===== src/rtl/riscv_pkg.sv =====
// Shared RV32I types and helpers for the decode stage.
//   opcode_t        : base opcode encodings
//   funct3_t/7_t    : function field types and the encodings the decoder checks
//   decoded_instr_t : decoded instruction plus pc and the two operand values
//   uses_rs1/rs2    : which opcodes actually read each source register
package riscv_pkg;

    localparam int unsigned DATA_WIDTH = 32;

    typedef enum logic [6:0] {
        OP_LOAD    = 7'h03,
        OP_REG_IMM = 7'h13,
        OP_AUIPC   = 7'h17,
        OP_STORE   = 7'h23,
        OP_REG_REG = 7'h33,
        OP_LUI     = 7'h37,
        OP_BRANCH  = 7'h63,
        OP_JALR    = 7'h67,
        OP_JAL     = 7'h6F
    } opcode_t;

    typedef logic [2:0] funct3_t;
    typedef logic [6:0] funct7_t;

    localparam funct7_t FUNCT7_BASE = 7'h00;
    localparam funct7_t FUNCT7_ALT  = 7'h20;

    localparam funct3_t F3_ADD_SUB = 3'd0;
    localparam funct3_t F3_SLL     = 3'd1;
    localparam funct3_t F3_SRL_SRA = 3'd5;

    typedef struct packed {
        logic [DATA_WIDTH-1:0] pc;
        opcode_t               opcode;
        logic [4:0]            rd;
        logic [4:0]            rs1;
        logic [4:0]            rs2;
        funct3_t               funct3;
        funct7_t               funct7;
        logic [DATA_WIDTH-1:0] imm;
        logic [DATA_WIDTH-1:0] reg_A;
        logic [DATA_WIDTH-1:0] reg_B;
    } decoded_instr_t;

    function automatic logic uses_rs1(opcode_t op);
        case (op)
            OP_REG_REG, OP_REG_IMM, OP_LOAD, OP_JALR, OP_STORE, OP_BRANCH: return 1'b1;
            default: return 1'b0;
        endcase
    endfunction

    function automatic logic uses_rs2(opcode_t op);
        case (op)
            OP_REG_REG, OP_STORE, OP_BRANCH: return 1'b1;
            default: return 1'b0;
        endcase
    endfunction

endpackage


===== src/rtl/rv32i_field_decoder.sv =====
// Combinational RV32I field/immediate decoder with illegal-instruction detection.
//   instr   in  : raw 32-bit instruction
//   pc      in  : instruction address, passed through into the decode
//   decoded out : fields and sign-extended immediate (reg_A/reg_B left zero);
//                 all fields except pc are zero for an illegal instruction
//   illegal out : instruction is not a supported RV32I encoding
module rv32i_field_decoder
    import riscv_pkg::*;
(
    input  logic [31:0]            instr,
    input  logic [DATA_WIDTH-1:0]  pc,
    output decoded_instr_t         decoded,
    output logic                   illegal
);

    opcode_t               opcode;
    funct3_t               f3;
    funct7_t               f7;
    logic [DATA_WIDTH-1:0] imm_i, imm_s, imm_b, imm_u, imm_j, imm;

    always_comb begin
        opcode = opcode_t'(instr[6:0]);
        f3     = instr[14:12];
        f7     = instr[31:25];

        imm_i = {{(DATA_WIDTH-12){instr[31]}}, instr[31:20]};
        imm_s = {{(DATA_WIDTH-12){instr[31]}}, instr[31:25], instr[11:7]};
        imm_b = {{(DATA_WIDTH-13){instr[31]}}, instr[31], instr[7], instr[30:25], instr[11:8], 1'b0};
        imm_u = {{(DATA_WIDTH-32){instr[31]}}, instr[31:12], 12'h000};
        imm_j = {{(DATA_WIDTH-21){instr[31]}}, instr[31], instr[19:12], instr[20], instr[30:21], 1'b0};

        illegal = 1'b0;
        imm     = '0;
        case (opcode)
            OP_REG_REG: begin
                // ALT encoding only exists for SUB and SRA
                if (!(f7 == FUNCT7_BASE ||
                      (f7 == FUNCT7_ALT && (f3 == F3_ADD_SUB || f3 == F3_SRL_SRA))))
                    illegal = 1'b1;
            end
            OP_REG_IMM: begin
                imm = imm_i;
                if (f3 == F3_SLL && f7 != FUNCT7_BASE)
                    illegal = 1'b1;
                if (f3 == F3_SRL_SRA && f7 != FUNCT7_BASE && f7 != FUNCT7_ALT)
                    illegal = 1'b1;
            end
            OP_LOAD: begin
                imm = imm_i;
                if (f3 == 3'd3 || f3 == 3'd6 || f3 == 3'd7)
                    illegal = 1'b1;
            end
            OP_STORE: begin
                imm = imm_s;
                if (f3 > 3'd2)
                    illegal = 1'b1;
            end
            OP_BRANCH: begin
                imm = imm_b;
                if (f3 == 3'd2 || f3 == 3'd3)
                    illegal = 1'b1;
            end
            OP_LUI, OP_AUIPC: imm = imm_u;
            OP_JAL:           imm = imm_j;
            OP_JALR: begin
                imm = imm_i;
                if (f3 != 3'd0)
                    illegal = 1'b1;
            end
            default: illegal = 1'b1;
        endcase

        decoded = '0;
        if (!illegal) begin
            decoded.opcode = opcode;
            decoded.rd     = instr[11:7];
            decoded.rs1    = instr[19:15];
            decoded.rs2    = instr[24:20];
            decoded.funct3 = f3;
            decoded.funct7 = f7;
            decoded.imm    = imm;
        end
        decoded.pc = pc;
    end

endmodule


===== src/rtl/decode_stage_pipe.sv =====
// Registered RV32I decode stage between fetch and execute.
//   in_*            : fetch-side valid/ready handshake, instruction and pc
//   flush           : squash held and incoming instruction
//   rf_*            : register file read port (addresses combinational from in_instr)
//   wb_*            : writeback bypass into the operands
//   ex_is_load/ex_rd: load-use hazard detection against EX
//   out_*           : execute-side valid/ready handshake, decode and illegal flag
//   perf_stall_cnt  : saturating count of load-use stall cycles
module decode_stage_pipe
    import riscv_pkg::*;
#(
    parameter int unsigned XLEN       = 32,
    parameter int unsigned ILEN       = 32,
    parameter int unsigned REG_ADDR_W = 5,
    parameter bit          PERF_EN    = 1'b1
) (
    input  logic                               clk,
    input  logic                               rst_n,
    input  logic                               in_valid,
    output logic                               in_ready,
    input  logic [ILEN-1:0]                    in_instr,
    input  logic [XLEN-1:0]                    in_pc,
    input  logic                               flush,
    output logic [REG_ADDR_W-1:0]              rf_rs1_addr,
    output logic [REG_ADDR_W-1:0]              rf_rs2_addr,
    input  logic [XLEN-1:0]                    rf_rs1_data,
    input  logic [XLEN-1:0]                    rf_rs2_data,
    input  logic                               wb_we,
    input  logic [REG_ADDR_W-1:0]              wb_rd,
    input  logic [XLEN-1:0]                    wb_data,
    input  logic                               ex_is_load,
    input  logic [REG_ADDR_W-1:0]              ex_rd,
    output logic                               out_valid,
    input  logic                               out_ready,
    output logic [$bits(decoded_instr_t)-1:0]  out_decoded,
    output logic                               out_illegal,
    output logic [31:0]                        perf_stall_cnt
);

    decoded_instr_t dec, dec_next, dec_q;
    logic           dec_illegal;
    logic           advance, hazard, transfer, stall_event;
    logic [REG_ADDR_W-1:0] rs1, rs2;

    rv32i_field_decoder u_field_decoder (
        .instr   (in_instr),
        .pc      (in_pc),
        .decoded (dec),
        .illegal (dec_illegal)
    );

    assign rf_rs1_addr = in_instr[15 +: REG_ADDR_W];
    assign rf_rs2_addr = in_instr[20 +: REG_ADDR_W];
    assign rs1 = rf_rs1_addr;
    assign rs2 = rf_rs2_addr;

    assign advance  = out_ready || !out_valid;
    assign hazard   = ex_is_load && (ex_rd != '0) &&
                      ((uses_rs1(dec.opcode) && ex_rd == rs1) ||
                       (uses_rs2(dec.opcode) && ex_rd == rs2));
    assign in_ready = advance && !hazard && !flush;
    assign transfer = in_valid && in_ready;
    assign stall_event = in_valid && hazard && !flush && advance;

    // Operand select keys off the decoded register fields, which are zero
    // for illegal instructions, so illegal decodes get zero operands too.
    always_comb begin
        dec_next = dec;
        if (dec.rs1 == '0)
            dec_next.reg_A = '0;
        else if (wb_we && wb_rd == dec.rs1)
            dec_next.reg_A = wb_data;
        else
            dec_next.reg_A = rf_rs1_data;

        if (dec.rs2 == '0)
            dec_next.reg_B = '0;
        else if (wb_we && wb_rd == dec.rs2)
            dec_next.reg_B = wb_data;
        else
            dec_next.reg_B = rf_rs2_data;
    end

    always_ff @(posedge clk or negedge rst_n) begin
        if (!rst_n) begin
            out_valid   <= 1'b0;
            dec_q       <= '0;
            out_illegal <= 1'b0;
        end else if (flush) begin
            out_valid <= 1'b0;
        end else if (advance) begin
            if (transfer) begin
                out_valid   <= 1'b1;
                dec_q       <= dec_next;
                out_illegal <= dec_illegal;
            end else begin
                out_valid <= 1'b0;
            end
        end
    end

    assign out_decoded = dec_q;

    generate
        if (PERF_EN) begin : g_perf
            logic [31:0] stall_cnt;
            always_ff @(posedge clk or negedge rst_n) begin
                if (!rst_n)
                    stall_cnt <= '0;
                else if (stall_event && stall_cnt != '1)
                    stall_cnt <= stall_cnt + 32'd1;
            end
            assign perf_stall_cnt = stall_cnt;
        end else begin : g_no_perf
            assign perf_stall_cnt = '0;
        end
    endgenerate

endmodule

===== config.mk =====
export PLATFORM = sky130hd
export DESIGN_NAME = decode_stage_pipe
export DESIGN_NICKNAME = d
export VERILOG_FILES = /design/src/rtl/riscv_pkg.sv /design/src/rtl/rv32i_field_decoder.sv /design/src/rtl/decode_stage_pipe.sv
export SDC_FILE = /design/constraint.sdc
export NUM_CORES = 1
export LEC_CHECK = 0
export BUFFER_PORTS_ARGS = -buffer_cell sky130_fd_sc_hd__buf_2
export CAP_MARGIN = 20
export CORE_MARGIN = 2
export CORE_UTILIZATION = 35
export CTS_BUF_LIST = sky130_fd_sc_hd__clkbuf_16
export DETAILED_ROUTE_END_ITERATION = 10
export GPL_TIMING_DRIVEN = 0
export PLACE_DENSITY = 0.63
export SETUP_SLACK_MARGIN = 0.02
export SLEW_MARGIN = 15
export SYNTH_ARGS = -nofsm -noshare
export SYNTH_HDL_FRONTEND = slang
export SYNTH_SLANG_ARGS = --single-unit
export TNS_END_PERCENT = 30

===== constraint.sdc =====
create_clock -name clk -period 7.3 [get_ports clk]
set_input_delay 1.46 -clock clk [delete_from_list [all_inputs] [get_ports clk]]
set_output_delay 1.46 -clock clk [all_outputs]
set_load 0.005 [all_outputs]

==> impl_results.md, run 1 <==
* Top FF cell, synth: dfrtp_1
* Syn. warnings at 0
* Reg-to-reg startpoint: perf_stall_cnt[14]
* Post-Layout Cell Count at 1806
* Clock latency on the worst-skew pair at 430 ps
* Seq cells post-synth at 194
* Max incr delay on CP at 500 ps
* Worst endpoint required time at 5840 ps
* Worst hold start: out_decoded[69]
* Setup WS post-layout at 1829 ps
* Largest cells by area after synthesis: dfrtp_1, nand2_1, nand4_1
* EDFF count, synth at 0
* Grt ovf at 0
* Drt first pass iters at 5
* Top-area cell type share of the netlist area at 50.81%
* Worst Setup End Kind: output port
* Mapped Avg Cell Area at 9.040 sq um
* CTS Hold Buffers Added at 0
* Place WS at 1879 ps
* GR Layer Usage met2 at 42.43%
* Top cell type by total area after synthesis: dfrtp_1
* Post-DRT Antenna Nets at 0
* Area Growth Syn to Fin at 30.31%
* Antenna violations before repair at 5
* DRT iter0 DRCs at 578
* Dpl hpwl at 26720 um
* Die area at 28640 sq um
* PostCTS Resize Cnt at 0
* GR peak layer: met2
* Row Count at 60
* Final WL at 35300 um
* Max transition margin at 43.98%
* Max-cap violation count at 0
* Setup Skew at 14.00 ps
* Peak VDD IR at 141.4 uV
* Synth Area in Adders at 0.1309%
* Static leakage at 6.373 nW
* Die W at 169.2 um
* Mux share of post-synthesis cell area at 0.1178%
* RSZ-0062 raised after global routing: no
* Hold Path Class: flip-flop to flip-flop
* Final hold vios at 0
* Clock tree from TritonCTS: built
* Synth Area in Simple Gates at 25.46%
* Worst-path fanout max at 10
* Status: complete, no violations
* Core ar. at 26880 sq um
* Clk buf depth at 2
* Synth cell types at 53
* Critical path launch point: in_instr[4]
* Residual DRC at 0
* Vias in the first global route at 9195
* Worst Max-Slew Pin Slew at 831.6 ps
* Syn nets at 1235
* Die height at 169.2 um
* Initial cell density of the core at 35.55%
* Mapped Area at 9555 sq um
* Synth Instances at 1057
* Worst path slowest cell: clkbuf_1
* Tmin final at 5471 ps
* CP Cell Sequence: buf_2 -> and2b_1 -> nor2b_1 -> a211oi_1 -> o21ai_0 -> nor2_1 -> buf_2 -> clkbuf_1 -> a21boi_0 -> buf_2
* Total CTS buffers at 17
* Power per cell area at 192.2 nW/um^2
* Max-slew violation count at 0
* Share of layout cells above drive strength 1 at 33.40%
* Largest family of logic cells by synthesized area: simple AND/OR/NAND/NOR gates
* GPL Wtd Cong at 0.8826
* Final core occ at 46.33%
* Via-per-instance ratio at 5.189
* TritonCTS Sinks at 194
* Clock Pin Slew Worst Setup and Hold Paths at 80 ps
* Dpl cells at 1774
* CTS H-tree depth at 4
* Post-synthesis sequential area ratio at 50.81%
* Wire per inst at 19.54 um
* CP Class: input port to output port
* PortBufs at 375
* Setup bufs post-CTS at 0
* Fin crit share at 74.94%
* Root Driver: clkbuf_16
* Pin count of the biggest net entering global routing at 99
* XOR/XNOR share of the synthesized area at 4.125%
* Total GRT Usage at 24.19%
* CP Data Arrival Time at 4010 ps
* IO Count at 382
* Critical path launch point type: input port
* Met1 Use GR at 29.99%
* Setup tns final at 0 ps
* Met3 usage at 5.061%
* Final Setup Violations at 0
* Crit path top cell by count: buf_2
* Global-route wire length before repair at 53050 um
* Post-synth ARST share at 100.0%
* DR vias at 9371
* Fmax at 182.8 MHz
* Nets at 1630
* Area fraction in compound gates after synthesis at 13.92%
[metal layers]
layer  part of all wire [%]  wire (um)  vias up
li1                       -          -     4451
met1                     42      14680     4495
met2                     49      17430      370
met3                    6.6       2333       47
met4                    2.3        803        8
met5                   0.15         52        -
[where the power goes]
group          switching [W]  leakage (nW)  internal, W
combinational       0.000198          3.49     0.000127
clock               0.000466         0.264     0.000448
sequential         0.0000272          2.62      0.00113
[worst max-delay path, delay by kind of cell]
family	cells	cell delay, ps
AOI/OAI and AO/OA	3	890
and+or+nand+nor	3	570
buffers and inverters	4	1080
[area by class of cell]
type	count	area [sq um]
fillers	2685	14420
flip-flops and latches	194	4855
multi-input cells	763	4185
repair buffers	376	1914
plain buffers	89	479.2
well taps	341	426.7
clock buffers	17	425.4
clock inverters	14	122.6
inverters	11	41.29
diodes	1	2.502
[synth_stat cells, types with 5 or more instances]
library cell  instances
buf_4                12
o31ai_1              29
inv_1                11
xor2_1               23
nor4_1                5
buf_6                 7
and4_1                6
buf_2                38
or2_2                 5
a21oi_1              23
nand3_1              34
o211ai_1             54
nand2_1             337
o211ai_2             10
dfrtp_1             194
a21o_1                5
clkbuf_1             30
and3_1                9
nand4_1              71
nor2_1               26
xnor2_1              22
and2_1                6
nor3_1               14
o21ai_0              32
[kinds of logic after synthesis]
| logic type | Yosys count |
|---|---|
| xor+xnor | 45 |
| buf+inv | 100 |
| fa+ha+maj | 1 |
| flops | 194 |
| simple gates | 534 |
| mux | 1 |
| compound gates | 182 |
[placed cells by master, fill, tap and decap left out, types with 7 or more instances in the layout]
master,instances
xnor2_1,22
o31ai_1,29
inv_1,11
nand3_1,34
dfrtp_1,194
a21oi_1,23
o211ai_1,54
nand2_1,337
buf_2,412
clkbuf_16,17
and3_1,9
o21ai_0,32
nand4_1,71
buf_6,7
nor2_1,26
xor2_1,23
o211ai_2,10
nor3_1,14
buf_4,12
clkbuf_1,30
[flip-flops by register name (all words and copies together) (netlist names)]
signal / count
out_decoded: 160
out_illegal: 1
out_valid: 1
perf_stall_cnt: 32
[metrics by stage]
step           hold slack, ps  power, W  instance area [sq um]
5_1_grt                 493.9  0.002506                  12450
2_1_floorplan           462.8  0.001304                   9555
3_5_place_dp            450.7  0.001504                  11900
3_3_place_gp            446.6  0.001497                  11860
6_report                464.0  0.002394                  12450
4_1_cts                 469.0  0.002423                  12440
[path summary, 6_finish.rpt]
kind / cells past startpoint / slack (ps) / end
worst max-delay path: 10 / 1830 / in_ready
worst min-delay path: 2 / 460 / out_decoded[69]
worst max register to register: 9 / 4800 / perf_stall_cnt[27]
worst min register to register: 2 / 460 / out_decoded[69]
max in group asynchronous: 2 / 5260 / out_decoded[119]
min in group asynchronous: 1 / 1050 / perf_stall_cnt[25]
No activity file was read; power rests on OpenSTA's default activity.
==> run 2: changes to the inputs <==
--- a/config.mk
+++ b/config.mk
@@ -12,7 +12,7 @@
 export CTS_BUF_LIST = sky130_fd_sc_hd__clkbuf_16
 export DETAILED_ROUTE_END_ITERATION = 10
 export GPL_TIMING_DRIVEN = 0
-export PLACE_DENSITY = 0.63
+export PLACE_DENSITY = 0.65
 export SETUP_SLACK_MARGIN = 0.02
 export SLEW_MARGIN = 15
 export SYNTH_ARGS = -nofsm -noshare
==> constraint.sdc (replaced) <==
create_clock -name clk -period 5 [get_ports clk]
set_input_delay 1 -clock clk [delete_from_list [all_inputs] [get_ports clk]]
set_output_delay 1 -clock clk [all_outputs]
set_load 0.005 [all_outputs]
==> impl_results.md, run 2 (synthesis gave the netlist of run 1 again) <==
* CP Class: input port to output port
* Final core occ at 46.45%
* Final WL at 35230 um
* Place WS at 468.8 ps
* CTS H-tree depth at 4
* DRT iter0 DRCs at 518
* Nets at 1632
* Core ar. at 26880 sq um
* Commonest non-fill, non-tap cell in the layout: buf_2
* IO Count at 382
* Fin crit share at 90.90%
* Worst-path fanout max at 10
* Final Setup Violations at 0
* DR vias at 9513
* Total GRT Usage at 24.00%
* CP Data Arrival Time at 3540 ps
* Depth of the most critical reg-to-reg path at 9
* Setup bufs post-CTS at 0
* Residual DRC at 0
* Via-per-instance ratio at 5.256
* Clock Pin Slew Worst Setup and Hold Paths at 70 ps
* Pin count of the biggest net entering global routing at 76
* Antenna violations before repair at 7
* Power per cell area at 280.2 nW/um^2
* CTS Hold Buffers Added at 0
* Wire per inst at 19.46 um
* Tmin final at 4545 ps
* Die height at 169.2 um
* Sw power at 0.001011 W
* PortBufs at 375
* Clock latency on the worst-skew pair at 440 ps
* Max reg flops at 160
* Initial cell density of the core at 35.55%
* Clock tree from TritonCTS: built
* Gate power share at 13.6%
* Die area at 28640 sq um
* Clock power frac at 38.2%
* Grt ovf at 0
* Setup WS post-layout at 455.2 ps
* Max-slew violation count at 0
* Row Count at 60
* PostCTS Resize Cnt at 0
* Final hold vios at 0
* Worst endpoint required time at 4000 ps
* Worst hold start: out_decoded[120]
* Worst Max-Slew Pin Slew at 850.7 ps
* Fmax at 220.0 MHz
* Share of layout cells above drive strength 1 at 33.42%
* Critical path launch point type: input port
* Status: complete, no violations
* Max transition margin at 42.76%
* Global-route wire length before repair at 52900 um
* Post-DRT Antenna Nets at 0
* Switching share of power at 28.91%
* GPL Wtd Cong at 0.9115
* Hold Path Depth at 2
* Total CTS buffers at 17
* Dpl hpwl at 27060 um
* Reg-to-reg startpoint: perf_stall_cnt[12]
* Most frequent cells in the layout: buf_2, nand2_1, dfrtp_1
* Area Growth Syn to Fin at 30.65%
* Filler cells at 2663
* Clk buf depth at 2
* Critical path launch point: in_instr[4]
* Peak VDD IR at 218.8 uV
* P_int at 0.002487 W
* Root Driver: clkbuf_16
* Static leakage at 6.400 nW
* Worst Setup End Kind: output port
* Drt first pass iters at 5
* Die W at 169.2 um
* Vias in the first global route at 9195
* RSZ-0062 raised after global routing: no
* Setup Skew at 14.99 ps
* Max-cap violation count at 0
* Register share of total power at 48.2%
* TritonCTS Sinks at 194
* Hold Path Class: flip-flop to flip-flop
## run 2: cell types whose count changed in the layout (fill, tap and decap cells not counted), sizes merged
cell,previous run,this run
clkbuf,47,48
clkinv,6,7
buf,435,436
diode,1,3
clkinvlp,2,0
inv,17,18
## run 2: power by group through the flow
| stage | combinational, W | clock, W | sequential (W) |
|---|---|---|---|
| global route | 0.000529 | 0.00143 | 0.00169 |
| floorplan | 0.000181 | 0 | 0.00172 |
| finish | 0.000477 | 0.00134 | 0.00169 |
| global placement | 0.000469 | 0 | 0.00171 |
| CTS | 0.000484 | 0.00137 | 0.00169 |
| detailed placement | 0.000483 | 0 | 0.00172 |
## run 2: area by class of cell
class                   instances  area [sq um]  share of cell area, %
diodes                          3         7.507                0.06013
plain buffers                  89         479.2                  3.838
clock buffers                  17         425.4                  3.407
clock inverters                14         122.6                 0.9822
inverters                      11         41.29                 0.3307
multi-input cells             763          4180                  33.48
flip-flops and latches        194          4855                  38.89
well taps                     341         426.7                  3.418
repair buffers                378          1947                  15.59
## run 2: metal layers
metal	vias to the layer above	GRT usage [%]	share of wire (%)
met4	8	7.618	2.6
met1	4582	28.24	40
met5	-	0	0.14
met3	48	6.460	7.7
met2	399	42.57	50
li1	4476	-	-
## run 2: final timing paths
check	slack, ps	end
setup / recovery	460	in_ready
hold / removal	470	out_decoded[120]
setup reg to reg	2420	perf_stall_cnt[27]
hold reg to reg	470	out_decoded[120]
max in group asynchronous	3710	perf_stall_cnt[2]
min in group asynchronous	490	out_decoded[152]
## run 2: critical path: stages
cell	delay [ps]
buf_2	130
and2b_1	270
nor2b_1	60
a211oi_1	300
o21ai_0	320
nor2_1	240
buf_2	270
clkbuf_1	500
a21boi_0	250
buf_2	200
## run 2: metrics by stage
step	area (sq um)	setup TNS, ps	std cells	hold slack [ps]	power [W]
2_1_floorplan	9555	0	1057	462.8	0.001903
3_3_place_gp	11860	-90320	1773	450.0	0.002184
3_5_place_dp	11920	0	1775	452.1	0.002198
4_1_cts	12470	0	1806	468.1	0.003537
5_1_grt	12480	0	1807	497.7	0.003657
6_report	12480	0	1810	466.3	0.003499
